==> src/rtl/debounce_pkg.sv <==
// Shared types and default timing constants for the push-button debouncer.
// Contents:
//   debounce_state_t        - debouncer FSM state encoding
//   DEFAULT_DEBOUNCE_CYCLES - 5 ms stability window at 100 MHz
//   DEFAULT_REPEAT_CYCLES   - 250 ms auto-repeat period at 100 MHz
package debounce_pkg;

    typedef enum logic [1:0] {
        S_IDLE      = 2'd0,
        S_WAIT_HIGH = 2'd1,
        S_PRESSED   = 2'd2,
        S_WAIT_LOW  = 2'd3
    } debounce_state_t;

    localparam int DEFAULT_DEBOUNCE_CYCLES = 500000;
    localparam int DEFAULT_REPEAT_CYCLES   = 25000000;

endpackage

==> src/rtl/sync_2ff.sv <==
// Two-flop synchronizer for a single asynchronous level.
// The same block can be used for any other board switch input.
// Ports:
//   clk   - destination clock
//   rst_n - asynchronous active-low reset; both flops clear to 0
//   d     - asynchronous input level
//   q     - level synchronized to clk, two cycles behind d
module sync_2ff (
    input  logic clk,
    input  logic rst_n,
    input  logic d,
    output logic q
);

    logic r_meta;
    logic r_sync;

    always_ff @(posedge clk or negedge rst_n) begin
        if (!rst_n) begin
            r_meta <= 1'b0;
            r_sync <= 1'b0;
        end else begin
            r_meta <= d;
            r_sync <= r_meta;
        end
    end

    assign q = r_sync;

endmodule

==> src/rtl/button_debouncer.sv <==
// Push-button debouncer. It synchronizes the raw button and accepts a new
// level only after the level has been stable for DEBOUNCE_CYCLES clocks.
// It produces a clean level and one-cycle press and release strobes.
// Optional build macro BUTTON_DEBOUNCER_AUTOREPEAT_EN: while the button
// stays pressed, press_pulse repeats every REPEAT_CYCLES clocks.
// Ports:
//   clk           - system clock
//   rst_n         - asynchronous active-low reset
//   noisy_in      - raw asynchronous button level, active-high
//   debounced     - filtered button level
//   press_pulse   - one-clk strobe on an accepted press (and on auto-repeat)
//   release_pulse - one-clk strobe on an accepted release
//
// state       | meaning
// ------------+-----------------------------------------------------------
// S_IDLE      | released and stable; debounced=0
// S_WAIT_HIGH | input went high; counting stability; debounced=0
// S_PRESSED   | pressed and stable; debounced=1
// S_WAIT_LOW  | input went low; counting stability; debounced=1
module button_debouncer
    import debounce_pkg::*;
#(
    parameter int DEBOUNCE_CYCLES = DEFAULT_DEBOUNCE_CYCLES,
    parameter int REPEAT_CYCLES   = DEFAULT_REPEAT_CYCLES
) (
    input  logic clk,
    input  logic rst_n,
    input  logic noisy_in,
    output logic debounced,
    output logic press_pulse,
    output logic release_pulse
);

    localparam int CNT_W = $clog2(DEBOUNCE_CYCLES);
    localparam logic [CNT_W-1:0] CNT_LAST = CNT_W'(DEBOUNCE_CYCLES - 1);

    if (DEBOUNCE_CYCLES < 2 || REPEAT_CYCLES < 2) begin : g_param_check
        $error("button_debouncer: DEBOUNCE_CYCLES and REPEAT_CYCLES must be >= 2");
    end

    logic            w_sync_in;
    debounce_state_t r_state;
    debounce_state_t w_state_next;
    logic [CNT_W-1:0] r_cnt;
    logic [CNT_W-1:0] w_cnt_next;
    logic            r_debounced;
    logic            r_press;
    logic            r_release;
    logic            w_press_edge;
    logic            w_release_next;
    logic            w_repeat;

    sync_2ff u_sync (
        .clk   (clk),
        .rst_n (rst_n),
        .d     (noisy_in),
        .q     (w_sync_in)
    );

    always_ff @(posedge clk or negedge rst_n) begin
        if (!rst_n) begin
            r_state     <= S_IDLE;
            r_cnt       <= '0;
            r_debounced <= 1'b0;
            r_press     <= 1'b0;
            r_release   <= 1'b0;
        end else begin
            r_state     <= w_state_next;
            r_cnt       <= w_cnt_next;
            r_debounced <= (w_state_next == S_PRESSED) || (w_state_next == S_WAIT_LOW);
            r_press     <= w_press_edge | w_repeat;
            r_release   <= w_release_next;
        end
    end

    always_comb begin
        w_state_next   = r_state;
        w_cnt_next     = r_cnt;
        w_press_edge   = 1'b0;
        w_release_next = 1'b0;
        unique case (r_state)
            S_IDLE: begin
                if (w_sync_in) begin
                    w_state_next = S_WAIT_HIGH;
                    w_cnt_next   = '0;
                end
            end
            S_WAIT_HIGH: begin
                if (!w_sync_in) begin
                    w_state_next = S_IDLE;
                end else if (r_cnt == CNT_LAST) begin
                    w_state_next = S_PRESSED;
                    w_press_edge = 1'b1;
                end else begin
                    w_cnt_next = r_cnt + CNT_W'(1);
                end
            end
            S_PRESSED: begin
                if (!w_sync_in) begin
                    w_state_next = S_WAIT_LOW;
                    w_cnt_next   = '0;
                end
            end
            S_WAIT_LOW: begin
                if (w_sync_in) begin
                    w_state_next = S_PRESSED;
                end else if (r_cnt == CNT_LAST) begin
                    w_state_next   = S_IDLE;
                    w_release_next = 1'b1;
                end else begin
                    w_cnt_next = r_cnt + CNT_W'(1);
                end
            end
            default: begin
                w_state_next = S_IDLE;
                w_cnt_next   = '0;
            end
        endcase
    end

`ifdef BUTTON_DEBOUNCER_AUTOREPEAT_EN
    localparam int RCNT_W = $clog2(REPEAT_CYCLES);
    localparam logic [RCNT_W-1:0] RCNT_LAST = RCNT_W'(REPEAT_CYCLES - 1);

    logic [RCNT_W-1:0] r_rcnt;
    logic [RCNT_W-1:0] w_rcnt_next;

    always_ff @(posedge clk or negedge rst_n) begin
        if (!rst_n) begin
            r_rcnt <= '0;
        end else begin
            r_rcnt <= w_rcnt_next;
        end
    end

    // The repeat period counts only while the press stays put; a release
    // attempt freezes it, and any (re)entry to S_PRESSED starts a new period.
    always_comb begin
        w_rcnt_next = r_rcnt;
        w_repeat    = 1'b0;
        if (r_state == S_PRESSED && w_state_next == S_PRESSED) begin
            if (r_rcnt == RCNT_LAST) begin
                w_rcnt_next = '0;
                w_repeat    = 1'b1;
            end else begin
                w_rcnt_next = r_rcnt + RCNT_W'(1);
            end
        end else if (w_state_next == S_PRESSED && r_state != S_PRESSED) begin
            w_rcnt_next = '0;
        end
    end
`else
    assign w_repeat = 1'b0;
`endif

    assign debounced     = r_debounced;
    assign press_pulse   = r_press;
    assign release_pulse = r_release;

endmodule

==> config.mk <==
export PLATFORM = sky130hd
export DESIGN_NAME = button_debouncer
export DESIGN_NICKNAME = d
export VERILOG_FILES = /design/src/rtl/debounce_pkg.sv /design/src/rtl/sync_2ff.sv /design/src/rtl/button_debouncer.sv
export SDC_FILE = /design/constraint.sdc
export NUM_CORES = 1
export LEC_CHECK = 0
export BUFFER_PORTS_ARGS = -buffer_cell sky130_fd_sc_hd__buf_4
export CAP_MARGIN = 10
export CELL_PAD_IN_SITES_DETAIL_PLACEMENT = 1
export CELL_PAD_IN_SITES_GLOBAL_PLACEMENT = 2
export CORE_MARGIN = 1
export CORE_UTILIZATION = 35
export CTS_CLUSTER_DIAMETER = 60
export DETAILED_ROUTE_END_ITERATION = 16
export PLACE_DENSITY = 0.7
export SLEW_MARGIN = 5
export SYNTH_ARGS = -nofsm -noshare
export SYNTH_HDL_FRONTEND = slang
export SYNTH_SLANG_ARGS = --single-unit
==> constraint.sdc <==
create_clock -name clk -period 1.8 [get_ports clk]
set_input_delay 0.09 -clock clk [delete_from_list [all_inputs] [get_ports clk]]
set_output_delay 0.09 -clock clk [all_outputs]
set_load 0.01 [all_outputs]
==> run summary <==
Outcome: completed
Total GRT Usage: 17.2%
Reg-to-reg endpoint: r_cnt[0]
Tightest Pin Transition: 0.388 ns
Sum of negative setup slack: 0 ns
CTS Buffer Depth: 2
Most common cell after layout, fill and taps aside: dfrtp_1
H-tree Lvls: 1
Critical path launch point type: flop
CP top delay family: simple AND/OR/NAND/NOR gates
Syn Inst Count: 129
WP depth: 6
Final setup fails: 0
GRT overflow: 0
Avg WL per Cell: 15.5 µm
Mean Syn Cell Area: 10.0 µm²
FP Rows: 21
First-pass GRT wire length: 5290 µm
Total core area: 3440 µm²
Layout net count: 154
Initial antenna violation count: 0
Worst Path Arrival: 1.94 ns
Hold Fails Final Rpt: 0
I/O Pins: 6
Nature of the critical path endpoint: flop
DP Wirelength: 2250 µm
Clk pin slew, worst setup/hold paths: 0.09 ns
Flops & latches, synth: 25
Routed vias/inst: 5.16
Vias in the first global route: 1087
CP required: 1.96 ns
IO buf count: 5
Clock root buffer: clkbuf_8
Yosys cell types: 34
Routed wire length: 3020 µm
Worst clock skew: 0.00266 ns
Final GP Congestion: 0.748
Worst reg2reg path startpoint: r_cnt[1]
Cell area power density: 683 nW/µm²
Worst vdd ir: 259 µV
TritonCTS buffer count: 3
Maximum Capacitance Violations: 0
Effective utilization at floorplan: 37.5%
N_diodes: 0
DRT antenna net count: 0
WHS: 0.263 ns
Worst Reg-to-Reg Cells: 6
Crit path kind: flop to flop
Drt first-iter violations: 22
Register area share after synthesis: 48.4%
Hold crit path type: input pin to asynchronous set/reset pin
Flop2flop setup slack: 0.02 ns
Mapped cell area: 1290 µm²
Filler Cells Inserted: 409
Setup Fix Bufs, Post-CTS: 0
Crit-path max cell delay: 0.56 ns
Most frequent cells in the layout: dfrtp_1 (25), buf_4 (17), nand3_1 (15), nand2_1 (15), nor2_1 (13)
Crit path max fanout: 6
Syn Nets: 133
Ratio of cells with drive above 1 in the final layout: 22.1%
DRC Markers: 0
Die Footprint: 3940 µm²
Die X: 62.7 µm
Via count: 1006
Chip Height: 62.7 µm
RSZ-0062 raised after global routing: true
Max-slew violations: 0
Slowest CP cell: or4_4
Rel. slew slack: 74.1%
Leak: 0.000690 µW
Crit path to: r_cnt[0]
Largest net degree at the start of global routing: 26
Clock latency on the worst-skew pair: 0.27 ns
Final min period: 1.78 ns
1st-pass router iterations: 4
Area Growth Syn to Fin: 18.1%
Cell Chain, Critical Path: ha_1 -> nand2_1 -> or4_4 -> nor2_8 -> nor2_4 -> mux2_4
Yosys warning count: 0
TritonCTS clock tree: yes
Final Cycle Share: 99.0%
Clk sink count: 25
Worst Setup SP: r_cnt[1]
Worst path bufs/invs: 0
Peak Freq: 0.561 GHz
stage by stage:
stage	total power [µW]	worst slack [ns]	instances	instance area, µm²	utilization, %
finish	1040	0.0173	195	1530	44.3
global route	1100	-0.0497	195	1530	44.3
CTS	1060	0.0107	195	1520	44.1
detailed placement	713	0.0261	189	1450	42.2
global placement	705	0.0607	189	1450	42.2
floorplan	655	0.00210	129	1290	-
how the worst min path moves through the flow:
| stage | from | to | slack (ns) | depth (start not counted) |
|---|---|---|---|---|
| 2_1_floorplan | rst_n | press_pulse | -0.21 | 0 |
| 3_3_place_gp | rst_n | r_cnt[15] | 0.01 | 1 |
| 3_5_place_dp | rst_n | r_cnt[15] | 0.02 | 1 |
| 4_1_cts | rst_n | r_cnt[13] | 0.26 | 2 |
| 5_1_grt | rst_n | r_cnt[13] | 0.28 | 2 |
| 6_report | rst_n | r_cnt[13] | 0.26 | 2 |
repair_timing:
item / 4_1_cts / 5_1_grt
hold buffers: 2 / 0
endpoints found under the hold margin: 26 / 0
gates resized for setup: 0 / 1
setup endpoints to repair: 0 / 6
per-layer routing:
| metal | GRT usage (%) | vias up | routed length [µm] |
|---|---|---|---|
| met1 | 24.2 | 500 | 1570 |
| met5 | 0 | - | 0 |
| met4 | 5.23 | 0 | 20 |
| li1 | - | 498 | - |
| met2 | 27.4 | 6 | 1400 |
| met3 | 2.19 | 2 | 40 |
report_power, final:
| group | internal, µW | switching, µW |
|---|---|---|
| registers | 578 | 15.7 |
| clock network | 155 | 183 |
| logic | 50.3 | 59.4 |
state kept, by name, indices dropped and copies added, names as in the netlist:
signal         flops
r_cnt             19
r_state            2
press_pulse        1
release_pulse      1
u_sync.q           1
u_sync.r_meta      1
synth_stat cells:
cell type  instances  share of area (%)
a311oi_1           2                1.4
and3_1             2               0.97
or4_1              2                1.2
or3_1              3                1.5
mux2i_1            2                1.6
dfrtp_1           25                 48
xor2_1             8                5.4
nor2b_1            1               0.48
xor2_2             1                1.3
buf_2              1               0.39
clkbuf_4           1               0.58
nor2_1            13                3.8
or2b_1             1               0.58
and3_2             1               0.58
nand3_1           15                5.8
nor2_4             1               0.87
or4_4              1               0.87
inv_1              4                1.2
nand4_1            5                2.4
nor3_1             1               0.39
or2_2              2               0.97
mux2_4             1                1.2
nor2_8             1                1.6
xnor2_1            2                1.4
nor4_1             2               0.97
nand2_1           15                4.4
nor4b_1            1               0.68
o211ai_1           2                1.2
buf_6              1               0.87
nor3b_2            3                2.9
a21oi_1            4                1.6
o21ai_0            3                1.2
and4b_1            1               0.78
ha_1               1               0.97
cell type report:
type / count / area (µm²) / share of cell area, %
Clock buffer: 3 / 41.3 / 2.71
Clock inverter: 1 / 5.00 / 0.328
Timing Repair Buffer: 19 / 148 / 9.68
Tap cell: 46 / 57.6 / 3.77
Sequential cell: 25 / 626 / 41.0
Multi-Input combinational cell: 97 / 633 / 41.5
Inverter: 4 / 15.0 / 0.984
logic make-up (layout without fill, tap and decap cells):
| kind of cell | count (synthesis) | in the layout | synth area share [%] |
|---|---|---|---|
| and+or+nand+nor | 71 | 71 | 31.6 |
| DFF | 25 | 25 | 48.4 |
| AOI/OAI and AO/OA | 11 | 11 | 5.23 |
| xor gates and xnor gates | 11 | 11 | 8.04 |
| buffers and inverters | 7 | 27 | 3.00 |
| muxes | 3 | 3 | 2.71 |
| adders and majority gates | 1 | 1 | 0.969 |
Power figures use the tool's default switching activity.
